--- src/rtl/qspi_raw_if.sv ---
// qspi_raw_if -- bundle of the raw (Q)SPI slave signals.
//   spi_clk_in, spi_cs_in, spi_data_in[3:0] : bus-master side, asynchronous
//   spi_mode[2:0]                           : lanes per SPI clock (1, 2, 4)
//   spi_data_out[3:0]                       : transmit lanes
//   spi_byte_rx[7:0], spi_byte_tx[7:0]      : received / next transmit byte
//   spi_cmd_strobe, spi_byte_strobe         : one-clk completion pulses
// slave modport: the qspi_raw core; master modport: bus master plus host.
interface qspi_raw_if;
  logic       spi_clk_in;
  logic       spi_cs_in;
  logic [3:0] spi_data_in;
  logic [2:0] spi_mode;
  logic [3:0] spi_data_out;
  logic [7:0] spi_byte_rx;
  logic [7:0] spi_byte_tx;
  logic       spi_cmd_strobe;
  logic       spi_byte_strobe;

  modport slave (
    input  spi_clk_in, spi_cs_in, spi_data_in, spi_mode, spi_byte_tx,
    output spi_data_out, spi_byte_rx, spi_cmd_strobe, spi_byte_strobe
  );

  modport master (
    output spi_clk_in, spi_cs_in, spi_data_in, spi_mode, spi_byte_tx,
    input  spi_data_out, spi_byte_rx, spi_cmd_strobe, spi_byte_strobe
  );
endinterface

--- src/rtl/qspi_raw.sv ---
// qspi_raw -- oversampling SPI / dual / quad slave byte engine.
//   clk   : system clock, everything updates on its rising edge
//   reset : synchronous, active low
//   bus   : qspi_raw_if.slave (SPI pins, lane mode, rx/tx bytes, strobes)
// SPI pins are synchronized into clk, edges found by comparing the
// synchronized SPI clock with a one-clk delayed copy, then handled one clk
// later so a byte strobe lands 3-4 clk after the raw SPI rising edge.
module qspi_raw (
  input  logic       clk,
  input  logic       reset,
  qspi_raw_if.slave  bus
);
  logic [1:0] clk_sync;
  logic [1:0] cs_sync;
  logic [3:0] data_meta;
  logic [3:0] data_sync;
  logic       clk_d;
  logic       rise;
  logic       fall;
  logic       rise_q;
  logic       fall_q;
  logic       cs_q;
  logic [3:0] data_q;
  logic [2:0] sync_ok;
  logic       armed;
  logic       first;
  logic [3:0] cnt;
  logic [7:0] rx_sh;
  logic [7:0] tx_sh;
  logic [7:0] byte_rx;
  logic [3:0] data_out;
  logic       byte_strobe;
  logic       cmd_strobe;

  logic [3:0] step;
  logic [3:0] cnt_next;
  logic [7:0] rx_next;
  logic [7:0] tx_src;
  logic [3:0] drive;

  assign rise = clk_sync[1] & ~clk_d;
  assign fall = ~clk_sync[1] & clk_d;

  always_ff @(posedge clk) begin
    if (!reset) begin
      clk_sync  <= '0;
      cs_sync   <= '1;
      data_meta <= '0;
      data_sync <= '0;
      clk_d     <= 1'b0;
      rise_q    <= 1'b0;
      fall_q    <= 1'b0;
      cs_q      <= 1'b1;
      data_q    <= '0;
      sync_ok   <= '0;
    end else begin
      clk_sync  <= {clk_sync[0], bus.spi_clk_in};
      cs_sync   <= {cs_sync[0], bus.spi_cs_in};
      data_meta <= bus.spi_data_in;
      data_sync <= data_meta;
      clk_d     <= clk_sync[1];
      rise_q    <= rise;
      fall_q    <= fall;
      cs_q      <= cs_sync[1];
      data_q    <= data_sync;
      sync_ok   <= {sync_ok[1:0], 1'b1};
    end
  end

  always_comb begin
    case (bus.spi_mode)
      3'd2:    step = 4'd2;
      3'd4:    step = 4'd4;
      default: step = 4'd1;
    endcase
    cnt_next = cnt + step;
    case (step)
      4'd2:    rx_next = {rx_sh[5:0], data_q[1:0]};
      4'd4:    rx_next = {rx_sh[3:0], data_q};
      default: rx_next = {rx_sh[6:0], data_q[0]};
    endcase
    tx_src = (cnt == '0) ? bus.spi_byte_tx : (tx_sh << step);
    case (step)
      4'd2:    drive = {2'b00, tx_src[7:6]};
      4'd4:    drive = tx_src[7:4];
      default: drive = {2'b00, tx_src[7], 1'b0};
    endcase
  end

  // armed: after reset, bytes are only accepted once CS has been seen high
  // through the settled synchronizer (sync_ok masks the reset-value CS=1),
  // so a reset mid-byte cannot resume a partial transfer.
  always_ff @(posedge clk) begin
    if (!reset) begin
      armed       <= 1'b0;
      first       <= 1'b1;
      cnt         <= '0;
      rx_sh       <= '0;
      tx_sh       <= '0;
      byte_rx     <= '0;
      data_out    <= '0;
      byte_strobe <= 1'b0;
      cmd_strobe  <= 1'b0;
    end else begin
      byte_strobe <= 1'b0;
      cmd_strobe  <= 1'b0;
      if (sync_ok[2] && cs_q) begin
        armed <= 1'b1;
      end
      if (cs_q) begin
        cnt   <= '0;
        first <= 1'b1;
      end else if (armed) begin
        if (rise_q) begin
          rx_sh <= rx_next;
          if (cnt_next[3]) begin
            byte_rx     <= rx_next;
            cnt         <= '0;
            byte_strobe <= 1'b1;
            cmd_strobe  <= first;
            first       <= 1'b0;
          end else begin
            cnt <= cnt_next;
          end
        end
        if (fall_q) begin
          tx_sh    <= tx_src;
          data_out <= drive;
        end
      end
    end
  end

  assign bus.spi_byte_rx     = byte_rx;
  assign bus.spi_data_out    = data_out;
  assign bus.spi_byte_strobe = byte_strobe;
  assign bus.spi_cmd_strobe  = cmd_strobe;
endmodule

--- src/flat_wrapper.sv ---
// flat-port wrapper written by rule: the top's interface ports become plain ports
module qspi_raw_flat 
  (clk, reset, bus_spi_clk_in, bus_spi_cs_in, bus_spi_data_in, bus_spi_mode, bus_spi_byte_tx, bus_spi_data_out, bus_spi_byte_rx, bus_spi_cmd_strobe, bus_spi_byte_strobe);
  qspi_raw_if bus_i ();
  input  logic clk;
  input  logic reset;
  input wire logic [$bits(bus_i.spi_clk_in)-1:0] bus_spi_clk_in;
  input wire logic [$bits(bus_i.spi_cs_in)-1:0] bus_spi_cs_in;
  input wire logic [$bits(bus_i.spi_data_in)-1:0] bus_spi_data_in;
  input wire logic [$bits(bus_i.spi_mode)-1:0] bus_spi_mode;
  input wire logic [$bits(bus_i.spi_byte_tx)-1:0] bus_spi_byte_tx;
  output wire logic [$bits(bus_i.spi_data_out)-1:0] bus_spi_data_out;
  output wire logic [$bits(bus_i.spi_byte_rx)-1:0] bus_spi_byte_rx;
  output wire logic [$bits(bus_i.spi_cmd_strobe)-1:0] bus_spi_cmd_strobe;
  output wire logic [$bits(bus_i.spi_byte_strobe)-1:0] bus_spi_byte_strobe;
  assign bus_i.spi_clk_in = bus_spi_clk_in;
  assign bus_i.spi_cs_in = bus_spi_cs_in;
  assign bus_i.spi_data_in = bus_spi_data_in;
  assign bus_i.spi_mode = bus_spi_mode;
  assign bus_i.spi_byte_tx = bus_spi_byte_tx;
  assign bus_spi_data_out = bus_i.spi_data_out;
  assign bus_spi_byte_rx = bus_i.spi_byte_rx;
  assign bus_spi_cmd_strobe = bus_i.spi_cmd_strobe;
  assign bus_spi_byte_strobe = bus_i.spi_byte_strobe;
  qspi_raw u_core (.clk(clk), .reset(reset), .bus(bus_i));
endmodule
--- config.mk ---
export PLATFORM = sky130hd
export DESIGN_NAME = qspi_raw_flat
export DESIGN_NICKNAME = d
export VERILOG_FILES = /design/src/rtl/qspi_raw_if.sv /design/src/rtl/qspi_raw.sv /design/src/flat_wrapper.sv
export SDC_FILE = /design/constraint.sdc
export NUM_CORES = 1
export LEC_CHECK = 0
export ABC_AREA = 1
export CAP_MARGIN = 20
export CORE_UTILIZATION = 39
export DETAILED_ROUTE_END_ITERATION = 7
export PLACE_DENSITY = 0.73
export SLEW_MARGIN = 20
export SYNTH_ARGS = -nofsm -noshare
export SYNTH_HDL_FRONTEND = slang
export SYNTH_SLANG_ARGS = --single-unit
export TNS_END_PERCENT = 10
--- constraint.sdc ---
create_clock -name clk -period 1.9 [get_ports clk]
set_input_delay 0.475 -clock clk [delete_from_list [all_inputs] [get_ports clk]]
set_output_delay 0.475 -clock clk [all_outputs]
set_load 0.01 [all_outputs]
---- Yosys cells after proc, flatten, opt, wreduce, memory -nomap -nowiden ----
Index checks and enable logic that the tools add are counted.
word-level totals
  flip-flop bits (word level) ............. 58
  input port bits ......................... 19
  word-level logic and storage cells ...... 52
operators by class
  add/subtract/negate cells ............... 1
  equality and inequality tests ........... 4
  shift-type cells ........................ 1
  muxes and demuxes ....................... 7
  bitwise logic cells ..................... 9
  reduce and logical (&&, ||, !) cells .... 10
operator list
  operator                                                          count
  8-bit one-hot mux with 2 select lines                             1
  3-bit AND reduction                                               3
  8-bit two-way mux                                                 1
  4-bit one-hot mux with 2 select lines                             1
  8-bit by 3-bit << shifter with 8-bit output                       1
  1-bit inverter                                                    7
  3-bit by 2-bit == test with 1-bit output (second input constant)  2
  3-bit == test (second input constant)                             2
  3-bit one-hot mux with 2 select lines                             1
  5-bit OR reduction                                                1
  4-bit by 3-bit adder with 4-bit output                            1
  4-bit zero test                                                   1
  4-bit AND reduction                                               1
  4-bit OR reduction                                                1
  3-bit two-way mux                                                 1
  1-bit AND                                                         2
  1-bit two-way mux                                                 2
  2-bit AND reduction                                               1
  2-bit OR reduction                                                1
  1-bit logical AND                                                 1

---- Logic depth before layout (Yosys ltp) ----
  word-level depth ........................ 5
  gate-level depth with buffers ........... 13
  gate-level depth less buffers ........... 13

---- Worst setup path before layout ----
No wires, ideal clock.
  path kind ............................... input-to-reg
  from .................................... in bus_spi_mode[0]
  to ...................................... reg u_core.byte_rx[2], in the netlist u_core.bus.spi_byte_rx[2]
  setup time .............................. 0.115 ns
  data arrival time ....................... 1.823 ns
  data required time ...................... 1.785 ns
  path slack .............................. -0.039 ns
  stages on the path ...................... 9
  path through ............................ nor3_2 -> ha_1 -> a21o_1 -> a21oi_2 -> nor2_4 -> nand2_2 -> nand2_1 -> o21ai_0 -> inv_1
between the ends
  cells in the longest elaborated chain, start to end .. 4
RTL lines
  element                                                                                               line                text
  from (decl)                                                                                           flat_wrapper.sv:10  input wire logic [$bits(bus_i.spi_mode)-1:0] bus_spi_mode;
  3-bit == test / 3-bit by 2-bit == test with 1-bit output (equally long branches)                      qspi_raw.sv:71      case (bus.spi_mode)
  3-bit one-hot mux with 2 select lines *                                                               qspi_raw.sv:71
  4-bit by 3-bit adder with 4-bit output (tied with other cells)                                        qspi_raw.sv:76      cnt_next = cnt + step;
  4-bit AND reduction (no source line) / 8-bit one-hot mux with 2 select lines (equally long branches)  -
  to (signal assigned)                                                                                  qspi_raw.sv:117     byte_rx <= rx_next;
  to (decl)                                                                                             qspi_raw.sv:30      logic [7:0] byte_rx;
Mark *: on every way between the ends. The rest lies on a longest branch, timed or not.
A chain may end at the register's enable or synchronous reset.

---- Worst setup path in the final report ----
  from .................................... in bus_spi_mode[0]
  to ...................................... reg u_core.byte_rx[5], in the netlist u_core.bus.spi_byte_rx[5]
The elaborated chain is that of the path after synthesis.

==> impl_metrics.csv <==
group,metric,value,unit
status,status,"completed",
finish,final_util,52.03,%
sta,rsz0062_at_grt,"false",
global_routing,overflow,0,
die,die_w,79.29,um
placed_design,place_inst,410,
power_and_ir_drop,p_leak,1.463,nW
placed_design,port_buffers,32,
die,std_cell_rows,27,
power_and_ir_drop,netSwitchingPower,0.4583,mW
setup_path,rr_worst_depth,7,
cts,cts_buffers,5,
global_routing,grt_max_degree,30,
logic_synthesis,syn_area_per_cell,7.792,sq um
sta,tightestPinTransition,0.3829,ns
sta,hold_viol,0,
cts,clock_sink_count,56,
die,start_util,41.30,%
logic_synthesis,syn_nets,322,
cts,path_clk_slew,0.09,ns
route,wirelength,4465,um
setup_path,cp.required,2.11,ns
logic_synthesis,yosysWarnings,0,
global_routing,grt_pass1_vias,1719,
logic_synthesis,synth_top_area_share,48.12,%
power_and_ir_drop,power_frac_seq,59.3,%
sta,worst_hold_slack,0.4124,ns
power_and_ir_drop,p_int,1.565,mW
placed_design,placedInstanceArea,0.002821,sq mm
route,drcViolationCount,0,
sta,period_share,95.52,%
logic_synthesis,synthesis.instances,299,
cts,clk_path_buf_depth,2,
logic_synthesis,async_reset_ff_share,0,%
cts,clockRootBuffer,"clkbuf_8",
power_and_ir_drop,switching_share,22.65,%
global_routing,grt_usage,15.47,%
finish,design_area,0.002935,sq mm
global_routing,antenna_found_initial,0,
finish,num_antenna_cells,0,
route,vias_per_cell,4.607,
setup_path,path_cells,"dlygate4sd2_1 -> nor2_2 -> nand2_2 -> nand2_2 -> inv_2 -> ha_1 -> a21o_1 -> a21oi_4 -> nor2_4 -> nand2_4 -> nand2_1 -> o21ai_0 -> inv_1",
logic_synthesis,yosysTopAreaCell,"dfxtp_1",
cts,cts_tree,"yes",
setup_path,r2r_setup_slack,0.40,ns
logic_synthesis,ys_ff_latch,56,
route,wl_per_cell,10.63,um
die,io_pins,33,
route,vias,1935,
finish,final_common_cell,"nand2_1",
placed_design,dp_slack,-0.5231,ns
setup_path,cp_max_fo,7,
setup_path,startpoint_type,"input pin",
finish,syn_to_final_growth,25.99,%
setup_path,crit_path_max_incr_delay,0.27,ns
finish,most-common-layout-cells,"66 x nand2_1, 56 x dfxtp_1, 49 x inv_1, 29 x clkdlybuf4s50_1, 22 x o21ai_0",
setup_path,cp.arrival,2.02,ns
sta,fmax,551.0,MHz
die,coreArea,0.005642,sq mm
finish,instances_no_fill,420,
setup_path,worst_path_max_delay_cell,"dlygate4sd2_1",
sta,slew_headroom,74.45,%
logic_synthesis,ys_seq_area_share,48.12,%
setup_path,setup.worst_path.class,"in -> reg",
finish,nets,370,
logic_synthesis,ys_types,34,
power_and_ir_drop,power,2.023,mW
power_and_ir_drop,ir_drop,0.4444,mV
power_and_ir_drop,powerDensity,689.3,mW/mm^2
logic_synthesis,synthTopCellsByArea,"dfxtp_1 48%, nand2_1 11%, inv_1 8.1%, o21ai_0 4.7%, a21oi_1 4.3%",
cts,h-tree-depth,2,
finish,drive_gt1_share,15.52,%
placed_design,hpwl,3290,um
die,die_y,79.29,um
power_and_ir_drop,clkPwrFrac,33.5,%
setup_path,worst_setup_path_end_kind,"flip-flop",
sta,fin_setup_tns,0,ns
die,dieArea,0.006287,sq mm
cts,insertion_delay,0.31,ns
placed_design,place_congestion,0.8501,
flow_run,drv_cap,0,
global_routing,grt_pass1_wl,7458,um
sta,finalSetupViolations,0,
power_and_ir_drop,pwr-share-comb,7.2,%
sta,worst_slack,0.08512,ns
sta,skew,0.009208,ns
setup_path,cp_common_cell,"nand2_2",
sta,slew_viol_final,0,
logic_synthesis,synth_edf_count,0,
worst_hold_path,hold_class,"reg -> reg",
worst_hold_path,hold_path_depth,1,
sta,period_minus_slack,1.815,ns
logic_synthesis,syn_area,0.002330,sq mm
logic_synthesis,synth_top_flop_cell,"dfxtp_1",
route,drt_first_pass_iters,6,
route,drtIter0Drc,111,
route,drtAntennaViolNets,0,
==> critical path, delay by kind of cell <==
family / cells / cell delay (ns)
fa+ha+maj: 1 / 0.20
buf+inv: 3 / 0.36
simple gates: 6 / 0.54
compound gates: 3 / 0.44
==> flip-flops by register name, indices dropped and copies added (netlist names), 2 cells and up <==
register / count
u_core.cnt: 3
u_core.bus.spi_byte_rx: 8
u_core.rx_sh: 7
u_core.data_sync: 4
u_core.cs_sync: 2
u_core.bus.spi_data_out: 4
u_core.data_meta: 4
u_core.sync_ok: 3
u_core.tx_sh: 7
u_core.clk_sync: 2
u_core.data_q: 4
==> Yosys cell counts (2+ instances only) <==
master / number
nand2_1: 66
dfxtp_1: 56
inv_1: 50
o21ai_0: 22
a21oi_1: 20
nand3_1: 13
nor2_1: 13
nand2_2: 9
o221ai_1: 5
clkbuf_1: 4
a21oi_2: 3
a31oi_1: 3
buf_2: 3
ha_1: 3
inv_2: 3
nor2_2: 3
or2_2: 3
buf_6: 2
nand3_2: 2
o211ai_1: 2
==> cell families (layout without fill, tap and decap cells) <==
group | Yosys count | in the layout | synth area share (%)
fa+ha+maj | 4 | 4 | 2.471
flops | 56 | 56 | 48.12
compound gates | 60 | 60 | 14.98
simple gates | 113 | 113 | 21.86
buf+inv | 65 | 114 | 12.19
xor+xnor | 1 | 1 | 0.3760
==> power by group through the flow <==
stage / registers, mW / clock network (mW) / logic [mW]
6_report: 1.20 / 0.678 / 0.146
5_1_grt: 1.20 / 0.756 / 0.160
4_1_cts: 1.20 / 0.697 / 0.145
3_5_place_dp: 1.23 / 0 / 0.146
3_3_place_gp: 1.23 / 0 / 0.143
2_1_floorplan: 1.23 / 0 / 0.0732
==> path summary, 6_finish.rpt <==
| path | from | end |
|---|---|---|
| setup / recovery | bus_spi_mode[0] | u_core.bus.spi_byte_rx[5]$_SDFFE_PN0P_ |
| hold / removal | u_core.clk_d$_SDFF_PN0_ | u_core.rise_q$_SDFF_PN0_ |
| setup reg to reg | u_core.armed$_SDFFE_PN0P_ | u_core.bus.spi_byte_rx[5]$_SDFFE_PN0P_ |
| hold reg to reg | u_core.clk_d$_SDFF_PN0_ | u_core.rise_q$_SDFF_PN0_ |
==> per-layer routing <==
metal	global-route usage [%]	routed length [um]
met5	0	0
met2	23.62	2039
met3	4.483	224
met4	6.000	57
met1	20.49	2144
==> layout make-up <==
class                           instances  area [sq um]
Multi-Input combinational cell        178         943.4
Inverter                               55         211.5
Tap cell                               72         90.09
Timing Repair Buffer                   51         473.0
Clock inverter                          2         13.76
Sequential cell                        56          1121
Fill cell                             548          2706
Clock buffer                            6         82.58
==> repair_timing <==
item                       4_1_cts  5_1_grt
setup buffers                    0        2
hold endpoints to repair         0        0
setup endpoints to repair       14        7
gates resized for setup          5        1
pin swaps                        2        3
hold buffers                     0        0
Note: power is estimated with default switching activity, not from simulation.
